$ cat config.mk
export PLATFORM = sky130hd
export DESIGN_NAME = fp32_div_seq
export DESIGN_NICKNAME = d
export VERILOG_FILES = /design/src/rtl/fp32_div_seq.sv
export SDC_FILE = /design/constraint.sdc
export NUM_CORES = 1
export LEC_CHECK = 0
export ABC_AREA = 1
export CORE_MARGIN = 10
export CORE_UTILIZATION = 45
export CTS_CLUSTER_SIZE = 40
export DETAILED_ROUTE_END_ITERATION = 12
export GPL_TIMING_DRIVEN = 0
export PLACE_DENSITY = 0.68
export SLEW_MARGIN = 30
export SYNTH_ARGS = -nofsm -noshare
export SYNTH_HDL_FRONTEND = slang
export SYNTH_SLANG_ARGS = --single-unit
$ cat constraint.sdc
create_clock -name clk -period 38.9 [get_ports clk]
set_input_delay 9.725 -clock clk [delete_from_list [all_inputs] [get_ports clk]]
set_output_delay 9.725 -clock clk [all_outputs]
set_load 0.02 [all_outputs]
$ cat src/rtl/fp32_div_seq.sv
// fp32_div_seq: iterative IEEE-754 single-precision divider, s = a / b.
// One quotient bit per cycle. Only one operation is in flight at a time.
// Special values, round-to-nearest-even and subnormal handling are bit-exact
// with the companion FP32 multiplier.
//
// Handshake semantics (both sides): a transfer happens on a rising clk edge
// where valid & ready are both 1. The producer holds valid and its payload
// stable until that edge. The consumer may raise or drop ready at any time.
// in_ready is high only in IDLE. out_valid, s and out_flags stay stable in
// DONE until out_ready is seen.
//
// Ports:
//   clk        clock; all state updates on the rising edge
//   rst        synchronous, active-high reset (highest priority)
//   in_valid   operands valid
//   in_ready   block can accept operands (IDLE only)
//   a, b       dividend / divisor, FP32
//   out_valid  result valid (DONE)
//   out_ready  consumer accepts result
//   s          quotient, FP32
//   out_flags  {invalid, div_by_zero, overflow}, valid with out_valid
//
// Latency from the accept edge to the first out_valid cycle: special cases
// 2 cycles (CLASS, DONE); all other operands 30 cycles
// (CLASS, 27 x DIV, ROUND, DONE).
module fp32_div_seq #(
  parameter bit SUBNORMAL_EN = 1'b1
) (
  input  logic        clk,
  input  logic        rst,
  input  logic        in_valid,
  output logic        in_ready,
  input  logic [31:0] a,
  input  logic [31:0] b,
  output logic        out_valid,
  input  logic        out_ready,
  output logic [31:0] s,
  output logic [2:0]  out_flags
);

  typedef enum logic [2:0] {
    S_IDLE  = 3'd0,
    S_CLASS = 3'd1,
    S_DIV   = 3'd2,
    S_ROUND = 3'd3,
    S_DONE  = 3'd4
  } state_t;

  state_t state, state_next;

  logic [31:0]       a_r, b_r, s_r;
  logic [2:0]        flags_r;
  logic              sign_r;
  logic signed [9:0] e_r;
  logic [23:0]       mb_r;
  logic [25:0]       rem_r;
  logic [26:0]       q_r;
  logic [4:0]        cnt_r;

  // Leading-zero count of a 24-bit mantissa (input is non-zero when used).
  function automatic logic [4:0] lzc24(input logic [23:0] m);
    logic found;
    lzc24 = 5'd0;
    found = 1'b0;
    for (int i = 23; i >= 0; i--) begin
      if (!found) begin
        if (m[i]) found = 1'b1;
        else      lzc24 = lzc24 + 5'd1;
      end
    end
  endfunction

  // ---------------- classification (CLASS) ----------------
  logic [7:0]  exp_a, exp_b;
  logic [22:0] frac_a, frac_b;
  logic        a_nan, a_inf, a_zero, b_nan, b_inf, b_zero, sign_c;

  assign exp_a  = a_r[30:23];
  assign exp_b  = b_r[30:23];
  assign frac_a = a_r[22:0];
  assign frac_b = b_r[22:0];
  assign sign_c = a_r[31] ^ b_r[31];
  assign a_nan  = (exp_a == 8'hFF) && (frac_a != 23'd0);
  assign a_inf  = (exp_a == 8'hFF) && (frac_a == 23'd0);
  assign a_zero = (exp_a == 8'h00) && ((frac_a == 23'd0) || !SUBNORMAL_EN);
  assign b_nan  = (exp_b == 8'hFF) && (frac_b != 23'd0);
  assign b_inf  = (exp_b == 8'hFF) && (frac_b == 23'd0);
  assign b_zero = (exp_b == 8'h00) && ((frac_b == 23'd0) || !SUBNORMAL_EN);

  logic        special;
  logic [31:0] special_s;
  logic [2:0]  special_f;

  always_comb begin
    special   = 1'b1;
    special_s = 32'd0;
    special_f = 3'b000;
    if (a_nan || b_nan || (a_zero && b_zero) || (a_inf && b_inf)) begin
      special_s = {sign_c, 8'hFF, 23'h400000};
      special_f = 3'b100;
    end else if (b_zero && !a_inf) begin
      special_s = {sign_c, 8'hFF, 23'h0};
      special_f = 3'b010;
    end else if (a_inf) begin
      // inf / finite, zero divisor included
      special_s = {sign_c, 8'hFF, 23'h0};
    end else if (a_zero || b_inf) begin
      special_s = {sign_c, 31'h0};
    end else begin
      special = 1'b0;
    end
  end

  // Normalise mantissas; a subnormal's effective exponent is 1 - lz.
  logic [23:0]       ma_raw, mb_raw, ma_norm, mb_norm;
  logic [4:0]        lz_a, lz_b;
  logic signed [9:0] ea, eb, e_c;

  always_comb begin
    ma_raw  = {exp_a != 8'h00, frac_a};
    mb_raw  = {exp_b != 8'h00, frac_b};
    lz_a    = lzc24(ma_raw);
    lz_b    = lzc24(mb_raw);
    ma_norm = ma_raw << lz_a;
    mb_norm = mb_raw << lz_b;
    ea      = ((exp_a == 8'h00) ? 10'sd1 : $signed({2'b00, exp_a})) - $signed({5'b00000, lz_a});
    eb      = ((exp_b == 8'h00) ? 10'sd1 : $signed({2'b00, exp_b})) - $signed({5'b00000, lz_b});
    e_c     = ea - eb + 10'sd127;
  end

  // ---------------- restoring division step (DIV) ----------------
  logic        ge;
  logic [25:0] rem_sub, rem_next;

  always_comb begin
    ge       = rem_r >= {2'b00, mb_r};
    rem_sub  = ge ? (rem_r - {2'b00, mb_r}) : rem_r;
    rem_next = {rem_sub[24:0], 1'b0};
  end

  // ---------------- normalise / round / pack (ROUND) ----------------
  logic [26:0]       sig, shifted;
  logic signed [9:0] en, sh, ef;
  logic [4:0]        shamt;
  logic [53:0]       wide;
  logic              tiny, sticky, guard_b, round_b, lsb, up;
  logic [24:0]       m_r;
  logic [31:0]       round_s;
  logic [2:0]        round_f;

  always_comb begin
    if (q_r[26]) begin
      sig = q_r;
      en  = e_r;
    end else begin
      sig = {q_r[25:0], 1'b0};
      en  = e_r - 10'sd1;
    end
    tiny  = en <= 10'sd0;
    sh    = 10'sd1 - en;
    shamt = 5'd0;
    if (tiny && SUBNORMAL_EN) shamt = (sh > 10'sd26) ? 5'd26 : sh[4:0];
    // Bits shifted past the sticky position are collected in wide[26:0].
    wide    = {sig, 27'd0} >> shamt;
    shifted = wide[53:27];
    sticky  = (rem_r != 26'd0) || (wide[26:0] != 27'd0) || shifted[0];
    guard_b = shifted[2];
    round_b = shifted[1];
    lsb     = shifted[3];
    up      = guard_b && (round_b || sticky || lsb);
    m_r     = {1'b0, shifted[26:3]} + {24'd0, up};
    ef      = en + $signed({9'd0, m_r[24]});
    round_f = 3'b000;
    if (tiny) begin
      // A round-up into bit 23 lands in the exponent field as 1 (2^-126).
      if (SUBNORMAL_EN) round_s = {sign_r, 7'd0, m_r[23:0]};
      else              round_s = {sign_r, 31'h0};
    end else if (ef >= 10'sd255) begin
      round_s = {sign_r, 8'hFF, 23'h0};
      round_f = 3'b001;
    end else begin
      round_s = {sign_r, ef[7:0], m_r[24] ? 23'd0 : m_r[22:0]};
    end
  end

  // ---------------- FSM ----------------
  always_ff @(posedge clk) begin
    if (rst) state <= S_IDLE;
    else     state <= state_next;
  end

  always_comb begin
    state_next = state;
    case (state)
      S_IDLE:  if (in_valid) state_next = S_CLASS;
      S_CLASS: state_next = special ? S_DONE : S_DIV;
      S_DIV:   if (cnt_r == 5'd26) state_next = S_ROUND;
      S_ROUND: state_next = S_DONE;
      S_DONE:  if (out_ready) state_next = S_IDLE;
      default: state_next = S_IDLE;
    endcase
  end

  // ---------------- datapath registers ----------------
  always_ff @(posedge clk) begin
    if (rst) begin
      a_r     <= 32'd0;
      b_r     <= 32'd0;
      s_r     <= 32'd0;
      flags_r <= 3'b000;
      sign_r  <= 1'b0;
      e_r     <= 10'sd0;
      mb_r    <= 24'd0;
      rem_r   <= 26'd0;
      q_r     <= 27'd0;
      cnt_r   <= 5'd0;
    end else begin
      case (state)
        S_IDLE: begin
          if (in_valid) begin
            a_r <= a;
            b_r <= b;
          end
        end
        S_CLASS: begin
          sign_r <= sign_c;
          e_r    <= e_c;
          rem_r  <= {2'b00, ma_norm};
          mb_r   <= mb_norm;
          q_r    <= 27'd0;
          cnt_r  <= 5'd0;
          if (special) begin
            s_r     <= special_s;
            flags_r <= special_f;
          end
        end
        S_DIV: begin
          rem_r <= rem_next;
          q_r   <= {q_r[25:0], ge};
          cnt_r <= cnt_r + 5'd1;
        end
        S_ROUND: begin
          s_r     <= round_s;
          flags_r <= round_f;
        end
        S_DONE: begin
          if (out_ready) flags_r <= 3'b000;
        end
        default: ;
      endcase
    end
  end

  assign in_ready  = (state == S_IDLE);
  assign out_valid = (state == S_DONE);
  assign s         = s_r;
  assign out_flags = flags_r;

endmodule

==> run_results.csv <==
group,metric,value,unit
logic_synthesis,syn_avg_cell_area,5.93,um^2
critical_path,cp_common_cell,"nand2_1",
die,die_w,229,um
sta,tightestPinTransition,0.947,ns
logic_synthesis,synthFlopType,"dfxtp_1",
drt,post-route-drc-count,0,
die,die_y,229,um
cts,root_buffer,"clkbuf_16",
power_and_ir_drop,vdd_drop_max,0.0000506,V
critical_path,cp.arrival,14.35,ns
critical_path,worstRegToRegCells,95,
logic_synthesis,syn_area,19700,um^2
placed_design,dp_hpwl,49800,um
sta,tns,0,ns
die,pin_count,105,
die,fp-row-count,76,
power_and_ir_drop,power,2.02,mW
die,dieArea,52600,um^2
critical_path,ff2ff_setup_slack,24.98,ns
critical_path,regToRegEndpoint,"e_r[9]",
sta,fin_crit_sh,35.8,%
critical_path,crit_path_start_kind,"register",
cts,clkTransAtPathRegs,0.09,ns
logic_synthesis,yosys_register_bits,195,
cts,ctsHoldBuffers,0,
sta,hold-worst-slack,0.454,ns
final_layout,final_common_cell,"nand2_1",
final_layout,nets,3621,
grt,grt_usage,22.2,%
power_and_ir_drop,p_clk_share,9.3,%
logic_synthesis,synth_edf_count,0,
grt,antenna_found_initial,2,
logic_synthesis,syn_inst,3325,
logic_synthesis,synth_cell_types,67,
grt,grt_overflow_total,0,
sta,grt_setup_unrepaired,"false",
sta,hold_viol_final,0,
final_layout,finish.instance_area,22100,um^2
power_and_ir_drop,seqPwrFrac,13.2,%
power_and_ir_drop,netSwitchingFraction,57.7,%
status,status,"complete, no violations",
cts,cts_max_level,4,
sta,period_minus_slack,13.92,ns
sta,fin_skew,0.0229,ns
drt,routedWlPerCell,14.9,um
cts,postCtsSetupBuffers,0,
drt,initialDrtViolationCount,1477,
critical_path,cp_data_required_time,39.33,ns
sta,fmax,71.8,MHz
grt,grt_pass1_vias,19400,
final_layout,layout-drive-gt1-share,8.15,%
die,core_area,43200,um^2
run,drv_cap,0,
grt,grt_max_degree,19,
final_layout,final_cell_mix,"nand2_1, inv_1, nor2_1",
hold_path,holdPathEnd,"out_flags[1]",
sta,slew_headroom,36.9,%
final_layout,syn2layout_area_growth,12.1,%
power_and_ir_drop,p_per_area,91.4,nW/um^2
cts,clock_sinks,195,
logic_synthesis,async_flop_share,0,%
logic_synthesis,seq_area_frac_synth,19.8,%
critical_path,worstPathMaxFanout,10,
drt,via_per_inst,5.22,
sta,slew_viol_final,0,
drt,drt_first_pass_iters,6,
final_layout,stdcell_count,4046,
cts,cts_made_buffers,17,
placed_design,preCtsSetupSlack,25.17,ns
critical_path,slowest_stage,"dfxtp_1",
placed_design,place_congestion,0.980,
critical_path,critPathCaptureType,"register",
sta,worst_slack,24.98,ns
grt,grt_pass1_wl,97200,um
drt,wl,60300,um
power_and_ir_drop,p_switching,1.16,mW
cts,cts_tree,"yes",
die,start_util,45.7,%
power_and_ir_drop,share_comb_of_total_power,77.5,%
hold_path,worst_hold_path_type,"register to register",
logic_synthesis,synth_nets,3498,
cts,ctsResizeCount,0,
placed_design,dpl_cell_area,21500,um^2
cts,clock_latency,0.50,ns
final_layout,utilization,51.2,%
hold_path,min_path_cells,2,
placed_design,port-buffer-count,104,
sta,setup_violations,0,
power_and_ir_drop,p_leak,10.3,nW
hold_path,hp-start,"out_flags[1]",
logic_synthesis,synth_warnings,0,
critical_path,slowest_delay,0.35,ns
power_and_ir_drop,p_int,855,uW
drt,dr_total_vias,21100,
placed_design,dp_cells,4014,
critical_path,r2r_start,"b_r[23]",
critical_path,critPathKind,"register to register",
drt,ant_nets,0,
cts,clockBufferDepth,2,
worst max-delay path, delay by kind of cell, from the launching register on:
family	cells	cell delay (ns)
adder cells (fa/ha/maj)	16	4.51
AND/OR/NAND/NOR	41	4.51
AO/OA/AOI/OAI	19	2.87
buffers and inverters	18	1.31
flip-flops	1	0.35
XOR/XNOR	1	0.30
registers in the layout, indices dropped and copies added, names as in the netlist:
| register | count |
|---|---|
| a_r | 32 |
| b_r | 32 |
| s | 32 |
| q_r | 27 |
| rem_r | 26 |
| mb_r | 24 |
| e_r | 10 |
| cnt_r | 5 |
| out_flags | 3 |
| state | 3 |
| sign_r | 1 |
layout make-up:
class | instances | area (um^2)
fillers | 4742 | 21100
multi-input cells | 2563 | 13400
diodes | 1 | 2.50
clock inverters | 13 | 166
inverters | 432 | 1630
well taps | 585 | 732
clock buffers | 18 | 429
repair buffers | 104 | 1040
plain buffers | 135 | 767
flip-flops and latches | 195 | 3900
cell usage after synthesis (12+ instances only):
| cell type | number | area, um^2 |
|---|---|---|
| nand2_2 | 48 | 300 |
| xnor2_1 | 32 | 280 |
| clkbuf_1 | 69 | 259 |
| o211ai_1 | 16 | 120 |
| nor4_1 | 23 | 144 |
| ha_1 | 101 | 1260 |
| buf_6 | 19 | 214 |
| nand4_1 | 41 | 257 |
| dfxtp_1 | 195 | 3900 |
| nand2_1 | 889 | 3340 |
| buf_4 | 15 | 113 |
| buf_2 | 22 | 110 |
| inv_1 | 393 | 1480 |
| nand3b_1 | 13 | 97.6 |
| nor2_2 | 27 | 169 |
| inv_2 | 30 | 113 |
| nand3_1 | 230 | 1150 |
| o21ai_0 | 271 | 1360 |
| or2_2 | 20 | 125 |
| nand3_2 | 24 | 240 |
| o21a_1 | 12 | 90.1 |
| nor2_1 | 278 | 1040 |
| o21ai_1 | 54 | 270 |
| xor2_1 | 60 | 526 |
| nor3_1 | 32 | 160 |
| a21oi_1 | 272 | 1360 |
power by group through the flow:
stage                     clock, mW  sequential (mW)  combinational [mW]
after floorplan                   0            0.262                1.17
after global placement            0            0.269                1.53
after detailed placement          0            0.269                1.53
after CTS                     0.191            0.265                1.54
after global routing          0.198            0.270                1.76
final                         0.187            0.266                1.57
cells by family after synthesis:
logic type	count (synthesis)	synth area share [%]
simple gates	1663	37.6
mux	3	0.152
xor+xnor	95	4.34
fa+ha+maj	105	6.82
flops	195	19.8
compound gates	697	19.1
buf+inv	567	12.2
per-layer routing:
layer / vias to the layer above / track usage [%] / wire (um)
met3: 65 / 3.15 / 2930
met1: 9489 / 28.7 / 28200
met2: 458 / 37.6 / 28000
met5: - / 0 / 13
met4: 2 / 6.75 / 1230
li1: 11100 / - / -
worst max-delay path by stage:
stage	start	end	depth (start not counted)
5_1_grt	b_r[23]	e_r[9]	95
2_1_floorplan	b_r[27]	e_r[9]	92
3_3_place_gp	b_r[23]	e_r[9]	95
3_5_place_dp	b_r[23]	e_r[9]	95
4_1_cts	b_r[23]	e_r[9]	95
6_report	b_r[23]	e_r[9]	95
No activity file was read; power rests on OpenSTA's default activity.
